## config.mk

```make
export PLATFORM = sky130hd
export DESIGN_NAME = led_panel_receiver
export DESIGN_NICKNAME = d
export VERILOG_FILES = /design/src/rtl/led_panel_receiver.sv
export SDC_FILE = /design/constraint.sdc
export NUM_CORES = 1
export LEC_CHECK = 0
export CAP_MARGIN = 20
export CORE_UTILIZATION = 35
export CTS_CLUSTER_DIAMETER = 150
export CTS_CLUSTER_SIZE = 24
export DETAILED_ROUTE_END_ITERATION = 16
export RECOVER_POWER = 100
export SLEW_MARGIN = 15
export SYNTH_ARGS = -nofsm -noshare
export SYNTH_HDL_FRONTEND = slang
export SYNTH_SLANG_ARGS = --single-unit
```

## constraint.sdc

```tcl
create_clock -name clk_in -period 1.6 [get_ports clk_in]
set_input_delay 0.24 -clock clk_in [delete_from_list [all_inputs] [get_ports clk_in]]
set_output_delay 0.24 -clock clk_in [all_outputs]
set_load 0.01 [all_outputs]
```

## src/rtl/led_panel_receiver.sv

```systemverilog
// led_panel_receiver: oversamples HUB75-style panel pins and presents each latched row as a ready/valid record
module led_panel_receiver #(
  parameter int NUM_ROWS = 32,
  parameter int NUM_COLS = 64,
  parameter int SYNC_STAGES = 2,
  localparam int ADDR_W = $clog2(NUM_ROWS / 2)
) (
  input  logic                  clk_in,
  input  logic                  n_reset_in,
  input  logic                  bit_clk_in,
  input  logic [2:0]            rgb_top_in,
  input  logic [2:0]            rgb_bot_in,
  input  logic [ADDR_W-1:0]     addr_in,
  input  logic                  latch_enable_in,
  input  logic                  output_enable_in,
  output logic                  row_valid_out,
  input  logic                  row_ready_in,
  output logic [ADDR_W-1:0]     row_addr_out,
  output logic [3*NUM_COLS-1:0] row_top_out,
  output logic [3*NUM_COLS-1:0] row_bot_out,
  output logic                  row_oe_out,
  output logic                  col_err_out,
  output logic                  overflow_out,
  output logic                  frame_done_out
);
  localparam int SW = 9 + ADDR_W;
  localparam int CW = $clog2(NUM_COLS + 2);
  localparam int RW = 3 * NUM_COLS;

  logic [SW-1:0] sync [SYNC_STAGES];
  logic [SW-1:0] hist, s;
  logic p_bit, p_lat, p_oe;
  logic [2:0] p_top, p_bot;
  logic [ADDR_W-1:0] p_addr;
  logic [RW-1:0] top_sr, bot_sr, top_n, bot_n;
  logic [CW-1:0] cnt, cnt_n;
  logic load;

  assign s = sync[SYNC_STAGES-1];

  // Pin synchronizers, edge history and a registered edge/data stage so shift and capture stay aligned
  always_ff @(posedge clk_in or negedge n_reset_in) begin
    if (!n_reset_in) begin
      for (int i = 0; i < SYNC_STAGES; i++) sync[i] <= '0;
      hist <= '0;
      p_bit <= 1'b0;
      p_lat <= 1'b0;
      p_oe <= 1'b0;
      p_top <= '0;
      p_bot <= '0;
      p_addr <= '0;
    end else begin
      sync[0] <= {addr_in, rgb_bot_in, rgb_top_in, output_enable_in, latch_enable_in, bit_clk_in};
      for (int i = 1; i < SYNC_STAGES; i++) sync[i] <= sync[i-1];
      hist <= s;
      p_bit <= s[0] & ~hist[0];
      p_lat <= s[1] & ~hist[1];
      p_oe <= s[2];
      p_top <= s[5:3];
      p_bot <= s[8:6];
      p_addr <= s[SW-1:9];
    end
  end

  // Shift-register next state includes a same-cycle bit so a simultaneous latch captures it
  always_comb begin
    top_n = p_bit ? {top_sr[RW-4:0], p_top} : top_sr;
    bot_n = p_bit ? {bot_sr[RW-4:0], p_bot} : bot_sr;
    cnt_n = (p_bit && cnt != CW'(NUM_COLS + 1)) ? cnt + CW'(1) : cnt;
    load = p_lat & (~row_valid_out | row_ready_in);
  end

  // Shift registers, column counter, one-entry record slot and status pulses
  always_ff @(posedge clk_in or negedge n_reset_in) begin
    if (!n_reset_in) begin
      top_sr <= '0;
      bot_sr <= '0;
      cnt <= '0;
      row_valid_out <= 1'b0;
      row_addr_out <= '0;
      row_top_out <= '0;
      row_bot_out <= '0;
      row_oe_out <= 1'b0;
      col_err_out <= 1'b0;
      overflow_out <= 1'b0;
      frame_done_out <= 1'b0;
    end else begin
      top_sr <= top_n;
      bot_sr <= bot_n;
      cnt <= p_lat ? CW'(p_bit) : cnt_n;
      if (load) begin
        row_valid_out <= 1'b1;
        row_addr_out <= p_addr;
        row_top_out <= top_n;
        row_bot_out <= bot_n;
        row_oe_out <= p_oe;
      end else if (row_ready_in) begin
        row_valid_out <= 1'b0;
      end
      col_err_out <= p_lat & (cnt_n != CW'(NUM_COLS));
      overflow_out <= p_lat & ~load;
      frame_done_out <= load & (p_addr == ADDR_W'(NUM_ROWS / 2 - 1));
    end
  end
endmodule

```

==> impl_summary.log <==
[metrics] outcome: finished, violations left
[metrics] failing checks: setup timing
[metrics] area of the core: 0.0857 mm2
[metrics] layout net count: 2,263
[metrics] number of synthesized flops with an enable pin: 0
[metrics] Setup-failing EPs final: 369
[metrics] TNS Setup: -27,490 ps
[metrics] fraction of post-synthesis cell area in the top cell type by area: 0.678
[metrics] number of antenna violations at the first check in global routing: 1
[metrics] Reg2Reg Depth: 5
[metrics] Max Buffers Root-to-Sink: 3
[metrics] Initial Util: 0.355
[metrics] Detailed Routing Iterations Pass 1: 4
[metrics] internal power: about 30,000 uW
[metrics] horizontal extent of the die: ~300 um
[metrics] Crit path arrival time: 2210 ps
[metrics] number of pins exceeding their max-slew limit in the final report: 0
[metrics] total power: a little over 40,000 uW
[metrics] overall die height: between 200 and 300 um
[metrics] First DRT Iteration DRCs: about 520
[metrics] dpl ws: -446 ps
[metrics] clock-pin transition on the worst setup and hold timing paths: 110 ps
[metrics] I/O Buffers: roughly 410
[metrics] utilization after layout: 0.437
[metrics] Net Switching: 10,600 uW
[metrics] worst slew margin relative to its limit: 0.426
[metrics] Worst Setup Slack, final: -130 ps
[metrics] via count of the first global-routing pass: ~17,000
[metrics] leading cell types by count after synthesis: 825 x sky130_fd_sc_hd__dfrtp_1, 770 x sky130_fd_sc_hd__mux2_2, 42 x sky130_fd_sc_hd__buf_6
[metrics] Clock Root Buffer: sky130_fd_sc_hd__clkbuf_16
[metrics] clock latency of the later-clocked register in the worst-skew pair: about 600 ps
[metrics] Hold Path Stages: 1
[metrics] async set-or-reset flop fraction in the synthesized netlist: 1.00
[metrics] total CTS buffers: 40
[metrics] grt total ovfl: 0
[metrics] ratio of final minimum period to clock period: 1.08
[metrics] antenna viol nets, final: 0
[metrics] required time worst endpoint: around 2100 ps
[metrics] wire length of the first global-routing pass: slightly above 100,000 um
[metrics] category of the most critical setup path: register to register
[metrics] class of the worst hold path: input port to register
[metrics] largest net degree at the start of global routing: a little under 100
[metrics] leading area contributor after synthesis: sky130_fd_sc_hd__dfrtp_1
[metrics] number of instances in the synthesized netlist: about 1,700
[metrics] number of design rule violations left after detail routing: 0
[metrics] number of ports placed on the die boundary: slightly above 400
[metrics] number of rows in the core area: ~110
[metrics] count leader, synth: sky130_fd_sc_hd__dfrtp_1
[metrics] proportion of total power due to net switching: 0.256
[metrics] unrepaired setup endpoints after global routing: true
[metrics] sequential cell fraction of total power: 0.587
[metrics] post-synthesis sequential area ratio: 0.678
[metrics] GRT Util Overall: 0.144
[metrics] Total Routed Length: roughly 64,000 um
[metrics] CP startpoint kind: register
[metrics] share of post-route cells with drive strength above 1: 0.368
[metrics] maximum clock skew at final layout: 23.9 ps
[metrics] average cell area after synthesis: between 15 and 20 um2
[metrics] maximum achievable frequency: around 580 MHz
[metrics] Synth Register Bits: slightly above 800
[metrics] TritonCTS clock tree: built
[metrics] total of warnings raised by yosys: 0
[metrics] post-synth design cell area: ~0.030 mm2
[metrics] synthesized netlist net count: roughly 1,800
[metrics] die area: between 0.08 and 0.09 mm2
[metrics] Worst VDD drop: between 0.0008 and 0.0009 V
[metrics] vias per cell: approximately 4.7
[metrics] Power per Cell Area: roughly 1100 mW/mm2
[metrics] number of fillers in the final layout: between 7,000 and 8,000
[metrics] area growth from synthesis to final layout: 23.0%
[metrics] post-synthesis cell type count: 32
[metrics] placer's final routability congestion estimate: 0.763
[metrics] dominant register cell in the synthesized netlist: sky130_fd_sc_hd__dfrtp_1
[metrics] half-perimeter wire length after placement: around 46,000 um
[metrics] count of final hold-check violations: 0
[metrics] CTS H-Tree Depth: 2
[metrics] Worst Tran Pin Value: 861 ps
[metrics] min cycle time layout: between 1500 and 2000 ps
[metrics] clk sink count: a little over 800
[metrics] Synth area leaders: sky130_fd_sc_hd__dfrtp_1 68%, sky130_fd_sc_hd__mux2_2 28%, sky130_fd_sc_hd__buf_6 1.6%, sky130_fd_sc_hd__buf_2 0.56%, sky130_fd_sc_hd__buf_4 0.32%
[metrics] critical path peak fanout: 5
[metrics] combinational power share: 0.148
[metrics] # Max-Cap Violations: 0
[metrics] LEAKAGE: between 0.015 and 0.02 uW
[metrics] average wire length per cell after detail routing: approximately 19 um
[metrics] share of total power in the clock network: 0.265
[metrics] sort of element at the end of the critical path: register
[metrics] total via count in the routed design: roughly 16,000
routing by layer:
metal / vias up / GRT usage / routed length, um
met2: 260 / 0.252 / 32400
met3: 61 / 0.0247 / 2430
met4: 0 / 0.0274 / 970
li1: 7130 / - / -
met1: 8397 / 0.187 / 27900
met5: - / 0 / 0
cells by family after synthesis:
logic type | after synthesis | share of synthesized area
mux | 775 | 0.287
fa+ha+maj | 2 | 0.000822
simple gates | 29 | 0.00563
xor+xnor | 4 | 0.00115
flops | 825 | 0.678
compound gates | 13 | 0.00308
buf+inv | 92 | 0.0247
final cells by class:
| class | count | area [um2] | area share |
|---|---|---|---|
| Multi-Input combinational cell | 823 | 9140 | 0.244 |
| Timing Repair Buffer | 552 | 5160 | 0.138 |
| Clock buffer | 42 | 1030 | 0.0275 |
| Tap cell | 1144 | 1430 | 0.0382 |
| Clock inverter | 3 | 33.8 | 0.000902 |
| Sequential cell | 825 | 20600 | 0.551 |
| Inverter | 3 | 11.3 | 0.000301 |
| Antenna cell | 1 | 2.50 | 0.0000668 |
power groups by stage:
stage / Clock, uW / Sequential (uW) / Combinational [uW]
final: 11000 / 24400 / 6150
after global routing: 12300 / 24700 / 6690
after CTS: 11600 / 24500 / 6400
after detailed placement: 0 / 24900 / 6990
after global placement: 0 / 24800 / 6860
after floorplan: 0 / 24700 / 2890
state kept, by name, summed over array words and instances (netlist names):
| name | count |
|---|---|
| p_top | 3 |
| p_lat | 1 |
| row_oe_out | 1 |
| p_addr | 4 |
| s | 13 |
| p_oe | 1 |
| hist | 2 |
| col_err_out | 1 |
| row_addr_out | 4 |
| p_bot | 3 |
| sync | 13 |
| cnt | 7 |
| row_valid_out | 1 |
| row_top_out | 192 |
| overflow_out | 1 |
| bot_sr | 192 |
| frame_done_out | 1 |
| top_sr | 192 |
| row_bot_out | 192 |
| p_bit | 1 |
metrics by stage:
stage          cell area (um2)  std cells  hold WS [ps]
2_1_floorplan            30500       1740         -55.6
3_3_place_gp             36700       3333           127
3_5_place_dp             36700       3333           130
4_1_cts                  37500       3388          38.0
5_1_grt                  37400       3392           162
6_report                 37500       3393           207
critical path, cell delays in order (launching register included):
cell and delay, ps:
sky130_fd_sc_hd__dfrtp_4 510, sky130_fd_sc_hd__buf_12 140, sky130_fd_sc_hd__clkbuf_16 150, sky130_fd_sc_hd__clkbuf_1 190, sky130_fd_sc_hd__mux2_2 380, sky130_fd_sc_hd__mux2_2 260
cells in the final DEF, fill, tap and decap left out, types with 5 or more instances in the layout:
| cell type | n |
|---|---|
| sky130_fd_sc_hd__buf_8 | 6 |
| sky130_fd_sc_hd__clkbuf_1 | 18 |
| sky130_fd_sc_hd__buf_16 | 5 |
| sky130_fd_sc_hd__mux2_1 | 127 |
| sky130_fd_sc_hd__nand2_1 | 5 |
| sky130_fd_sc_hd__clkbuf_4 | 9 |
| sky130_fd_sc_hd__dlygate4sd3_1 | 14 |
| sky130_fd_sc_hd__buf_4 | 60 |
| sky130_fd_sc_hd__mux2_4 | 16 |
| sky130_fd_sc_hd__clkbuf_2 | 11 |
| sky130_fd_sc_hd__clkbuf_16 | 44 |
| sky130_fd_sc_hd__dlygate4sd2_1 | 352 |
| sky130_fd_sc_hd__mux2_2 | 630 |
| sky130_fd_sc_hd__buf_12 | 23 |
| sky130_fd_sc_hd__dfrtp_1 | 823 |
| sky130_fd_sc_hd__nor2_1 | 7 |
| sky130_fd_sc_hd__clkdlybuf4s15_1 | 40 |
| sky130_fd_sc_hd__buf_6 | 11 |
worst paths after layout:
kind,start,end,slack [ps]
max reg2reg,p_bit$_DFF_PN0_,row_top_out[9]$_DFFE_PN0P_,-130
max,p_bit$_DFF_PN0_,row_top_out[9]$_DFFE_PN0P_,-130
min,rgb_top_in[1],sync[17]$_DFF_PN0_,210
max in group asynchronous,n_reset_in,top_sr[13]$_DFF_PN0_,110
min reg2reg,s[3]$_DFF_PN0_,p_top[0]$_DFF_PN0_,340
min in group asynchronous,n_reset_in,p_bot[2]$_DFF_PN0_,310
timing repair:
action                     in CTS  in global routing
resized for setup             463                 19
hold endpoints to repair      367                  0
hold buffers                    1                  0
setup endpoints to repair     752                413
setup buffers                   8                  1
gates cloned                    1                  3
Power figures use the tool's default switching activity.
